--- config.mk ---
export PLATFORM = sky130hd
export DESIGN_NAME = spi_slave_core
export DESIGN_NICKNAME = d
export VERILOG_FILES = /design/src/rtl/spi_slave_core.sv
export SDC_FILE = /design/constraint.sdc
export NUM_CORES = 1
export LEC_CHECK = 0
export BUFFER_PORTS_ARGS = -buffer_cell sky130_fd_sc_hd__clkbuf_2
export CAP_MARGIN = 20
export CORE_MARGIN = 8
export CORE_UTILIZATION = 50
export CTS_CLUSTER_SIZE = 28
export DETAILED_ROUTE_END_ITERATION = 8
export PLACE_DENSITY = 0.72
export SKIP_LAST_GASP = 1
export SYNTH_ARGS = -nofsm -noshare
export SYNTH_HDL_FRONTEND = slang
export SYNTH_SLANG_ARGS = --single-unit
--- constraint.sdc ---
create_clock -name clk -period 3.9 [get_ports clk]
set_input_delay 0.195 -clock clk [delete_from_list [all_inputs] [get_ports clk]]
set_output_delay 0.195 -clock clk [all_outputs]
set_load 0.02 [all_outputs]
--- src/rtl/spi_slave_core.sv ---
// SPI slave: oversamples sclk/mosi/ss in the clk domain, deserializes words onto a valid/ready
// receive stream and serializes words taken from a valid/ready transmit stream onto miso.
module spi_slave_core #(
    parameter int                    DATA_WIDTH   = 16,
    parameter bit                    CLK_POLARITY = 1'b0,
    parameter bit                    CLK_PHASE    = 1'b0,
    parameter int                    SYNC_STAGES  = 2,
    parameter logic [DATA_WIDTH-1:0] TX_DEFAULT   = '0
) (
    input  logic                  clk,
    input  logic                  rst,
    input  logic                  sclk,
    input  logic                  mosi,
    input  logic                  ss,
    output logic                  miso,
    output logic                  miso_oe,
    input  logic [DATA_WIDTH-1:0] tx_data,
    input  logic                  tx_valid,
    output logic                  tx_ready,
    output logic [DATA_WIDTH-1:0] rx_data,
    output logic                  rx_valid,
    input  logic                  rx_ready,
    output logic                  overrun,
    output logic                  underrun,
    output logic                  frame_err
);

    localparam int CW = (DATA_WIDTH > 1) ? $clog2(DATA_WIDTH) : 1;
    localparam logic [CW-1:0] LAST_BIT = CW'(DATA_WIDTH - 1);

    typedef enum logic [1:0] {
        WAIT_IDLE = 2'd0,
        IDLE      = 2'd1,
        ACTIVE    = 2'd2
    } state_t;

    state_t state, state_next;

    logic [SYNC_STAGES-1:0] sclk_sync, mosi_sync, ss_sync, primed;
    logic                   sclk_d, ss_d;
    logic                   sclk_s, mosi_s, ss_s;
    logic                   lead, trail, ss_fall, ss_rise;
    logic                   active, start, sample_en, drive_en, load, shift, last;
    logic [CW-1:0]          bit_cnt;
    logic [DATA_WIDTH-1:0]  rx_shift, tx_shift;
    logic                   done_p1;

    // input synchronizers; primed marks when the ss chain holds real pin samples
    always_ff @(posedge clk or posedge rst) begin
        if (rst) begin
            sclk_sync <= {SYNC_STAGES{CLK_POLARITY}};
            mosi_sync <= '0;
            ss_sync   <= '1;
            primed    <= '0;
            sclk_d    <= CLK_POLARITY;
            ss_d      <= 1'b1;
        end else begin
            sclk_sync <= {sclk_sync[SYNC_STAGES-2:0], sclk};
            mosi_sync <= {mosi_sync[SYNC_STAGES-2:0], mosi};
            ss_sync   <= {ss_sync[SYNC_STAGES-2:0], ss};
            primed    <= {primed[SYNC_STAGES-2:0], 1'b1};
            sclk_d    <= sclk_s;
            ss_d      <= ss_s;
        end
    end

    assign sclk_s  = sclk_sync[SYNC_STAGES-1];
    assign mosi_s  = mosi_sync[SYNC_STAGES-1];
    assign ss_s    = ss_sync[SYNC_STAGES-1];
    assign lead    = (sclk_d == CLK_POLARITY) && (sclk_s != CLK_POLARITY);
    assign trail   = (sclk_d != CLK_POLARITY) && (sclk_s == CLK_POLARITY);
    assign ss_fall = ss_d && !ss_s;
    assign ss_rise = !ss_d && ss_s;

    always_ff @(posedge clk or posedge rst) begin
        if (rst) state <= WAIT_IDLE;
        else     state <= state_next;
    end

    always_comb begin
        state_next = state;
        case (state)
            WAIT_IDLE: if (primed[SYNC_STAGES-1] && ss_s) state_next = IDLE;
            IDLE:      if (ss_fall) state_next = ACTIVE;
            ACTIVE:    if (ss_rise) state_next = IDLE;
            default:   state_next = WAIT_IDLE;
        endcase
    end

    // CPHA selects which sclk edge samples mosi and which one advances miso
    assign active    = (state == ACTIVE);
    assign start     = (state == IDLE) && ss_fall;
    assign sample_en = active && !ss_rise && (CLK_PHASE ? trail : lead);
    assign drive_en  = active && !ss_rise && (CLK_PHASE ? lead : trail);
    assign load      = (drive_en && (bit_cnt == '0)) || (!CLK_PHASE && start);
    assign shift     = drive_en && (bit_cnt != '0);
    assign last      = sample_en && (bit_cnt == LAST_BIT);

    assign tx_ready  = load && tx_valid;
    assign underrun  = load && !tx_valid;
    assign frame_err = active && ss_rise && (bit_cnt != '0);
    assign overrun   = done_p1 && rx_valid && !rx_ready;
    assign miso      = active && tx_shift[DATA_WIDTH-1];
    assign miso_oe   = active;

    always_ff @(posedge clk or posedge rst) begin
        if (rst) begin
            bit_cnt  <= '0;
            rx_shift <= '0;
            tx_shift <= '0;
            done_p1  <= 1'b0;
        end else begin
            done_p1 <= last;
            if (ss_rise || !active)
                bit_cnt <= '0;
            else if (sample_en)
                bit_cnt <= (bit_cnt == LAST_BIT) ? '0 : bit_cnt + CW'(1);
            if (sample_en)
                rx_shift <= {rx_shift[DATA_WIDTH-2:0], mosi_s};
            if (load)
                tx_shift <= tx_valid ? tx_data : TX_DEFAULT;
            else if (shift)
                tx_shift <= {tx_shift[DATA_WIDTH-2:0], 1'b0};
        end
    end

    // completed word is handed off one cycle after its last sample
    always_ff @(posedge clk or posedge rst) begin
        if (rst) begin
            rx_data  <= '0;
            rx_valid <= 1'b0;
        end else if (done_p1 && (!rx_valid || rx_ready)) begin
            rx_data  <= rx_shift;
            rx_valid <= 1'b1;
        end else if (rx_valid && rx_ready) begin
            rx_valid <= 1'b0;
        end
    end

endmodule
======== Yosys cells after proc, flatten, opt, wreduce, memory -nomap -nowiden ========
Cells that the tools add are included.
storage, ports and cells
  register bits ........................... 66
  input bits .............................. 23
  output and inout bits ................... 23
cells by class
  add/subtract/negate cells ............... 1
  eq/ne operators ......................... 6
  mux-type cells .......................... 12
  bitwise logic cells ..................... 2
  reductions and logical operators ........ 38
operators by type and width
  kind                   count
  $mux W16               3
  $logic_and A1 B1 Y1    21
  $mux W4                3
  $logic_not A1 Y1       7
  $mux W2                3
  $ne A2 B2 Y1 const B   3
  $pmux W2 S3            1
  $reduce_bool A2 Y1     3
  $add A4 B1 Y4 const B  1
  $eq A4 B4 Y1 const B   1
  $logic_not A4 Y1       1
  $reduce_bool A4 Y1     1
  $logic_or A1 B1 Y1     3
  $reduce_and A3 Y1      1
  $eq A2 B1 Y1 const B   1
  $eq A2 B2 Y1 const B   1
  $logic_not A2 Y1       1
  $mux W1                2
  $not A1 Y1             2

======== Depth between registers and ports, before layout ========
Gate-level depths: netlist of run 1.
  depth after elaboration ................. 8
  gate-level depth with buffers ........... 7
  gate-level depth less buffers ........... 6

======== Least setup slack after synthesis of run 1 ========
No wires, ideal clock.
  path type ............................... register to register
  start point ............................. register bit_cnt[0]
  end point ............................... register tx_shift[4]
  library setup time ...................... 0.125 ns
  arrival time ............................ 1.629 ns
  required time ........................... 3.775 ns
  path slack .............................. 2.146 ns
  stages on the path, launching flop included .. 8
  buffers on the path ..................... 1
  path through ............................ dfrtp_1 > inv_1 > ha_1 > nor3b_1 > nor2_4 > buf_6 > mux2i_1 > mux2_2
on the way
  cells in the longest elaborated chain, start to end .. 4
  elaborated cells on any way between the ends .. 7
ends and longest elaborated chain
  element                                                RTL line  RTL
  from (decl)                                            44        logic [CW-1:0] bit_cnt;
  from (signal assigned)                                 117       bit_cnt <= (bit_cnt == LAST_BIT) ? '0 : bit_cnt + CW'(1);
  $logic_not A4 Y1                                       95        assign load = (drive_en && (bit_cnt == '0)) || (!CLK_PHASE && start);
  $logic_and A1 B1 Y1                                    95
  $logic_or A1 B1 Y1                                     95
  $mux W16 / $reduce_bool A2 Y1 (equally long branches)  -
  to (signal assigned)                                   121       tx_shift <= tx_valid ? tx_data : TX_DEFAULT;
  to (signal assigned)                                   123       tx_shift <= {tx_shift[DATA_WIDTH-2:0], 1'b0};
  to (decl)                                              45        logic [DATA_WIDTH-1:0] rx_shift, tx_shift;
Parallel ways exist; a longest one is shown, timed or not.
A chain may end at the register's enable or synchronous reset.

======== Worst setup path in the final report of run 1 ========
  start point ............................. register state[1]
  end point ............................... output port tx_ready
on the way
  cells in the longest elaborated chain, start to end .. 6
  elaborated cells on any way between the ends .. 8
ends and longest elaborated chain
  element                           RTL line  RTL
  from (decl)                       37        state_t state, state_next;
  from (signal assigned)            77        else state <= state_next;
  $eq A2 B2 Y1                      91        assign active = (state == ACTIVE);
  $logic_and A1 B1 Y1 (2 in a row)  94        assign drive_en = active && !ss_rise && (CLK_PHASE ? lead : trail);
  $logic_and A1 B1 Y1               95
  $logic_or A1 B1 Y1 (*)            95
  $logic_and A1 B1 Y1 (*)           99        assign tx_ready = load && tx_valid;
  to (decl)                         19        output logic tx_ready,
Every way passes the cells marked *; elsewhere a longest branch is shown, timed or not.

==> results of run 1 <==
[cells by family (layout without fill, tap and decap cells)]
logic type | count (synthesis) | count (layout) | synth area share
flip-flops | 66 | 66 | 0.585
multiplexers | 62 | 62 | 0.237
AND/OR/NAND/NOR | 53 | 53 | 0.109
buffers and inverters | 19 | 78 | 0.0331
AO/OA/AOI/OAI | 10 | 10 | 0.0230
adder cells (fa/ha/maj) | 2 | 2 | 0.00884
other | 1 | 1 | 0.00132
XOR/XNOR | 1 | 1 | 0.00309
[state kept, by name, indices dropped and copies added, names as in the netlist]
signal     flops
sclk_sync      2
ss_d           1
done_p1        1
rx_data       16
rx_valid       1
sclk_d         1
bit_cnt        4
ss_sync        2
primed         2
state          2
rx_shift      16
tx_shift      16
mosi_sync      2
[power by group through the flow]
stage	logic, mW	registers [mW]	clock network [mW]
finish	0.207	0.833	0.483
CTS	0.212	0.834	0.501
global route	0.235	0.845	0.529
detailed placement	0.208	0.846	0
global placement	0.201	0.841	0
floorplan	0.170	0.830	0
[cell usage in the layout, fill, tap and decap left out, drive strengths merged, types with 4 or more instances in the layout]
cell / n
dfrtp: 63
clkbuf: 58
mux2: 40
mux2i: 22
nand2: 20
inv: 13
and2: 8
nor2: 8
a21oi: 5
nor2b: 4
[synth_stat cells (2+ instances only)]
library cell  count
dfrtp_1          63
nor2_1            7
nand3_1           2
dfstp_2           3
nand2b_1          3
and2_1            8
mux2i_1          22
nor2b_1           4
nand2_1          20
mux2_2           40
buf_2             3
ha_1              2
a21oi_1           4
inv_1            13
[per-layer routing]
| metal | part of all wire | global-route usage |
|---|---|---|
| met2 | 0.48 | 0.205 |
| met3 | 0.055 | 0.0535 |
| met5 | 0 | 0 |
| met4 | 0.019 | 0.0655 |
| met1 | 0.44 | 0.147 |
[layout make-up]
cell class	count	area, um2
Timing Repair Buffer	49	263
Clock buffer	13	149
Clock inverter	3	15.0
Tap cell	72	90.1
Inverter	13	48.8
Fill cell	484	2170
Sequential cell	66	1660
Multi-Input combinational cell	129	1080
[stage by stage]
stage	total power [mW]	util	std cells	hold WS, ns
after floorplan	1.00	-	214	0.199
after global placement	1.04	0.568	326	0.299
after detailed placement	1.05	0.568	326	0.299
after CTS	1.55	0.604	345	0.00902
after global routing	1.61	0.604	345	0.0424
final	1.52	0.604	345	-0.0147
[worst reg2reg max path, cell delays in order, from the launching register on]
cell      delay, ns
dfrtp_1        0.43
and4bb_2       0.34
a21oi_2        0.04
o21ai_2        0.66
mux2_2         0.42
[worst paths after layout]
path	from	end	slack [ns]	cells after the start
worst max register to register	state[0]	tx_shift[5]	1.90	4
worst min register to register	sclk_sync[0]	sclk_sync[1]	0.35	0
worst max-delay path	state[1]	tx_ready	1.74	5
min in group clk	tx_data[0]	tx_shift[0]	0.12	3
worst min-delay path	rst	tx_shift[4]	-0.01	2
max in group asynchronous	rst	rx_shift[10]	3.06	3
==> metrics.md, run 1 <==
| Metric | Value |
|---|---|
| Status | `complete, but fails checks` |
| Failing checks | `hold timing` |
| Clock sinks | `66` |
| Port Buffer Count | `45` |
| Final WL | `4840 um` |
| Critical-path top delay cell | `nor2b_1` |
| WL/cell | `14.0 um` |
| Fin. Hold Viols | `31` |
| Gate Count Post-Synth | `214` |
| Worst Path Class, Setup | `reg -> out` |
| Dpl hpwl | `3370 um` |
| Crit path cell chain | `nor2b_1, and4b_1, a21oi_1, nor2b_1, clkbuf_2` |
| PD cells | `461 mW/mm2` |
| Psw | `389 uW` |
| F_max | `0.463 GHz` |
| Sequential share of power | `0.547` |
| Longest Clk Path Bufs | `2` |
| Chip height | `91.3 um` |
| CTS Buf Count | `9` |
| FP Rows | `27` |
| Hold crit path type | `in -> async` |
| Sw frac | `0.256` |
| Slew Viols, Final | `0` |
| Pre-CTS setup slack | `1.90 ns` |
| Cell family with most CP delay | `simple AND/OR/NAND/NOR gates` |
| Nets | `293` |
| TNS Setup | `0 ns` |
| Initial antenna violation count | `0` |
| Synth Register Bits | `66` |
| Area contributors post-synth | `dfrtp_1, mux2_2, mux2i_1, dfstp_2, nand2_1` |
| IO Pins | `46` |
| Finish-stage setup viols | `0` |
| Post-cts sizing count | `0` |
| Core Region | `0.00547 mm2` |
| Final Critical Period | `2.16 ns` |
| Maximum vdd drop | `253 uV` |
| Post-CTS setup buffers | `0` |
| Worst Path Buf+Inv | `1` |
| WP data arrival | `1.96 ns` |
| Die area | `0.00833 mm2` |
| Placer Congestion | `0.747` |
| Skew final | `0.00378 ns` |
| Vias in the first global route | `1835` |
| Pin count of the biggest net entering global routing | `39` |
| Leakage | `1.63 nW` |
| Clk slew on worst S/H paths | `0.07 ns` |
| Syn_area_per_cell | `13.2 um2` |
| Syn_nets | `239` |
| Post-synthesis sequential area ratio | `0.585` |
| RSZ-0062 raised after global routing | `false` |
| Root buffer cell | `clkbuf_8` |
| Fin worst setup slack | `1.74 ns` |
| Final design area excluding fillers | `0.00330 mm2` |
| First-pass GRT wire length | `8580 um` |
| DRT iter0 DRCs | `29` |
| Internal | `1.13 mW` |
| WHS | `-0.0147 ns` |
| Tcrit/Tclk final | `0.554` |
| Clk network pwr share | `0.317` |
| CP peak stage delay | `0.46 ns` |
| CP most frequent cell | `nor2b_1` |
| Least-Margin Pin Slew | `0.849 ns` |
| Initial Util | `0.517` |
| Synth unique cells | `34` |
| Slew headroom | `0.434` |
| CP required | `3.70 ns` |
| Yosys Warn Count | `0` |
| Worst Setup End Kind | `output pin` |
| DRC | `0` |
| Via density per instance | `4.94` |
| Post-synth top area share | `0.557` |
| Clk_lat worst skew | `0.33 ns` |
| CTS tree | `yes` |
| Top FF cell, synth | `dfrtp_1` |
| Maxcap violations | `0` |
| CTS Hold Bufs | `3` |
| H-tree Lvls | `3` |
| Cell Area, Synth | `0.00283 mm2` |
| Drt pass-1 iters | `3` |
| Syn-to-layout area delta | `16.7%` |
| GRT Overall Usage | `0.129` |
| Post-synth EDFFs | `0` |
| ANT nets after route | `0` |
| Via Count | `1704` |
| Synth area leader | `dfrtp_1` |
| Ant. Diodes | `0` |
| Logic pwr share | `0.136` |
| Placed cell area | `0.00311 mm2` |
| Startpoint types | `register` |
| GRT Residual Overflow | `0` |
| Die extent in x | `91.3 um` |
| Crit-path max FO | `6` |
| Async SR Flop Fraction | `1.00` |
| Layout cells sized above 1 | `0.399` |
(Power assumes the default switching activity.)
==> run 2: changes to the inputs <==
ABC_AREA = 1   (was unset)
clock period = 2.1 ns   (was 3.9 ns; I/O delays follow)
==> run 2 against run 1 <==
Effect of this change:
- the flow now finishes without violations
- die area is 3.1% higher
- combinational power rose to 3.1 times the previous value
- clock skew increased by 0.0055 ns
- synthesized cell count rose by 69%
- largest cell class unchanged
- clock power rose by 120%
- worst setup slack worse by 1.5 ns
- power increased by 120%
- utilization decreased by 0.48 points
- largest power group unchanged
- critical endpoint is now underrun
- critical path depth grew 2
==> metrics.md, run 2 <==
| Metric | Value |
|---|---|
| Status | `finished, final reports clean (was complete, but fails checks)` |
| Least-Margin Pin Slew | `0.570 ns (was 0.849 ns)` |
| Fin. Hold Viols | `0 (was 31)` |
| Tcrit/Tclk final | `0.905` |
| Worst Path Class, Setup | `reg -> out (unchanged)` |
| Skew final | `0.00930 ns (was 0.00378 ns)` |
| Hold Path Stages | `4` |
| Total power | `3.30 mW (was 1.52 mW)` |
| Synth Register Bits | `66 (unchanged)` |
| FP Rows | `28 (was 27)` |
| H-tree Lvls | `3 (unchanged)` |
| Via density per instance | `4.61 (was 4.94)` |
| Top FF cell, synth | `dfrtp_1 (unchanged)` |
| Dpl hpwl | `3900 um (was 3370 um)` |
| GRT Residual Overflow | `0 (unchanged)` |
| M2 GR Usage | `0.225 (was 0.205)` |
| Die extent in x | `92.7 um (was 91.3 um)` |
| Ranking of synthesized cells by instance count | `nand2_1, inv_1, dfrtp_1, o21ai_0, nand3_1 (was dfrtp_1, mux2_2, mux2i_1, nand2_1, inv_1)` |
| Synth area leader | `dfrtp_1 (unchanged)` |
| Final WL | `5500 um (was 4840 um)` |
| Sequential share of power | `0.483 (was 0.547)` |
| Launching point of the worst reg2reg path | `ss_sync[1] (was state[0])` |
| Psw | `974 uW (was 389 uW)` |
| Yosys Warn Count | `0 (unchanged)` |
| Pin count of the biggest net entering global routing | `42 (was 39)` |
| Nets | `439 (was 293)` |
| Startpoint types | `register (unchanged)` |
| CTS Buf Count | `9 (unchanged)` |
| Synth unique cells | `24 (was 34)` |
| DRT iter0 DRCs | `131 (was 29)` |
| Chip height | `92.7 um (was 91.3 um)` |
| Cell Area, Synth | `0.00294 mm2 (was 0.00283 mm2)` |
| Leakage | `1.92 nW (was 1.63 nW)` |
| Final Instance Count excl. Fillers | `494 (was 345)` |
| Longest Clk Path Bufs | `2 (unchanged)` |
| Clk slew on worst S/H paths | `0.07 ns (about the same)` |
| Cells after DPL | `474 (was 326)` |
| Syn-to-layout area delta | `18.5% (was 16.7%)` |
| Clock sinks | `66 (unchanged)` |
| Final Critical Period | `1.90 ns` |
| Most frequent cell after synthesis | `nand2_1 (was dfrtp_1)` |
| Post-synthesis sequential area ratio | `0.563 (was 0.585)` |
| Commonest cells after routing, fill and taps aside | `nand2_1, inv_1, dfrtp_1, clkbuf_2, o21ai_0 (was dfrtp_1, clkbuf_2, mux2_2, mux2i_1, nand2_1)` |
| Biggest regs | `rx_data (16), rx_shift (16), tx_shift (16) (unchanged)` |
| WP data arrival | `1.79 ns (was 1.96 ns)` |
| Met3 Resource Use GR | `0.0348 (was 0.0535)` |
| CP required | `2.00 ns (was 3.70 ns)` |
| Area contributors post-synth | `dfrtp_1, nand2_1, inv_1, o21ai_0, nand3_1 (was dfrtp_1, mux2_2, mux2i_1, dfstp_2, nand2_1)` |
| First-pass GRT wire length | `9540 um (was 8580 um)` |
| Ant. Diodes | `0 (unchanged)` |
| Maximum vdd drop | `548 uV (was 253 uV)` |
| Hold Startpoint | `rx_ready` |
| Most common cell after layout, fill and taps aside | `nand2_1 (was dfrtp_1)` |
| Async SR Flop Fraction | `1.00 (unchanged)` |
| RR Endpoint | `bit_cnt[3] (was tx_shift[5])` |
| CTS tree | `yes (unchanged)` |
| Gate Count Post-Synth | `362 (was 214)` |
| Drt pass-1 iters | `4 (was 3)` |
| GRT Overall Usage | `0.139 (was 0.129)` |
| M1 GR Usage | `0.160 (was 0.147)` |
| R2R setup slack | `0.47 ns (was 1.90 ns)` |
| Crit-path max FO | `7 (was 6)` |
| Die area | `0.00859 mm2 (was 0.00833 mm2)` |
| Logic pwr share | `0.192 (was 0.136)` |
| Finish-stage setup viols | `0 (unchanged)` |
| Root buffer cell | `clkbuf_8 (unchanged)` |
| Clk_lat worst skew | `0.33 ns (about the same)` |
| Core Region | `0.00582 mm2 (was 0.00547 mm2)` |
| DRC | `0 (unchanged)` |
| Hold crit path type | `in -> reg (was in -> async)` |
| Vias in the first global route | `2192 (was 1835)` |
| Post-synth EDFFs | `0 (unchanged)` |
| Worst Setup End Kind | `output pin (unchanged)` |
| PD cells | `948 mW/mm2 (was 461 mW/mm2)` |
| Post-synth top area share | `0.536 (was 0.557)` |
| Busiest grt layer | `met2 (unchanged)` |
| Initial antenna violation count | `0 (unchanged)` |
| F_max | `0.526 GHz` |
| ANT nets after route | `0 (unchanged)` |
| Via Count | `2279 (was 1704)` |
| Layout cells sized above 1 | `0.191 (was 0.399)` |
| Slew headroom | `0.619 (was 0.434)` |
| Clk network pwr share | `0.325 (was 0.317)` |
| Placer Congestion | `0.816 (was 0.747)` |
| Port Buffer Count | `45 (unchanged)` |
| WL/cell | `11.1 um (was 14.0 um)` |
| R2r worst-path depth | `7 (was 4)` |
| Internal | `2.33 mW (was 1.13 mW)` |
| Hold endpoint | `rx_valid` |
| TNS Setup | `0 ns (unchanged)` |
| RSZ-0062 raised after global routing | `false (unchanged)` |
| Sw frac | `0.295 (was 0.256)` |
| Maxcap violations | `0 (unchanged)` |
| Initial Util | `0.505 (was 0.517)` |
| Syn_nets | `387 (was 239)` |
| IO Pins | `46 (unchanged)` |
| Syn_area_per_cell | `8.12 um2 (was 13.2 um2)` |
| Slew Viols, Final | `0 (unchanged)` |
-- run 2: changes by cell type after synthesis, moves of 4 or more --
cell     before  now
inv_1        13   76
o21ai_0       1   36
mux2_2       40    1
nand3_1       2   33
nor2_1        7   11
and2_1        8    0
nand2_1      20  106
nor2b_1       4    0
nand2_2       0    4
mux2i_1      22    0
-- run 2: per-stage QoR --
stage | worst slack [ns] | instance area (um2) | hold slack [ns] | util
6_report | 0.200 | 3480 | 0.0374 | 0.599
5_1_grt | 0.0647 | 3480 | 0.0539 | 0.599
4_1_cts | 0.175 | 3480 | 0.0237 | 0.599
3_5_place_dp | 0.433 | 3240 | 0.183 | 0.557
3_3_place_gp | 0.540 | 3240 | 0.172 | 0.557
2_1_floorplan | 0.345 | 2940 | 0.109 | -
-- run 2: final cells by class --
| class | instances | area, um2 |
|---|---|---|
| timing repair buffer | 54 | 315 |
| clock inverter | 4 | 50.0 |
| sequential | 66 | 1660 |
| fill | 541 | 2330 |
| tap | 75 | 93.8 |
| clock buffer | 12 | 155 |
| multi-input combinational | 205 | 920 |
| inverter | 78 | 293 |
-- run 2: critical path, stage by stage (launching register included) --
cell and delay [ns]:
dfrtp_1 0.41, inv_1 0.10, ha_1 0.16, nand3_2 0.16
o21ai_0 0.28, inv_1 0.09, nor2_1 0.09, clkbuf_2 0.18
-- run 2: kinds of logic (layout without fill, tap and decap cells) --
group | count (synthesis) | count (layout) | share of synthesized area
simple gates | 159 | 159 | 0.226
flops | 66 | 66 | 0.563
buf+inv | 91 | 148 | 0.124
compound gates | 41 | 41 | 0.0707
fa+ha+maj | 2 | 2 | 0.00851
mux | 1 | 1 | 0.00383
other cells | 1 | 1 | 0.00128
xor+xnor | 1 | 1 | 0.00298
-- run 2: timing repair --
item                                   4_1_cts  5_1_grt
resized for setup                            0        0
hold buffers                                 4        0
endpoints found under the hold margin       25        0
setup buffers                                0        0
-- run 2: metal layers --
layer / vias to the layer above / part of all wire
met5: - / 0
met1: 1038 / 0.44
met3: 11 / 0.049
met2: 42 / 0.48
li1: 1188 / -
met4: 0 / 0.029
-- run 2: power groups by stage --
stage / clock, mW / sequential (mW) / combinational (mW)
2_1_floorplan: 0 / 1.59 / 0.504
3_3_place_gp: 0 / 1.60 / 0.611
3_5_place_dp: 0 / 1.61 / 0.630
4_1_cts: 1.10 / 1.59 / 0.641
5_1_grt: 1.15 / 1.62 / 0.752
6_report: 1.07 / 1.59 / 0.634
-- run 2: worst max-delay path by stage --
| stage | from | end | slack (ns) | cells past startpoint |
|---|---|---|---|---|
| global placement | ss_sync[1] | tx_shift[11] | 0.54 | 7 |
| finish | bit_cnt[0] | underrun | 0.20 | 7 |
| CTS | bit_cnt[0] | underrun | 0.17 | 7 |
| floorplan | rst | bit_cnt[0] | 0.35 | 1 |
| detailed placement | ss_sync[1] | bit_cnt[0] | 0.43 | 7 |
| global route | bit_cnt[0] | underrun | 0.06 | 7 |
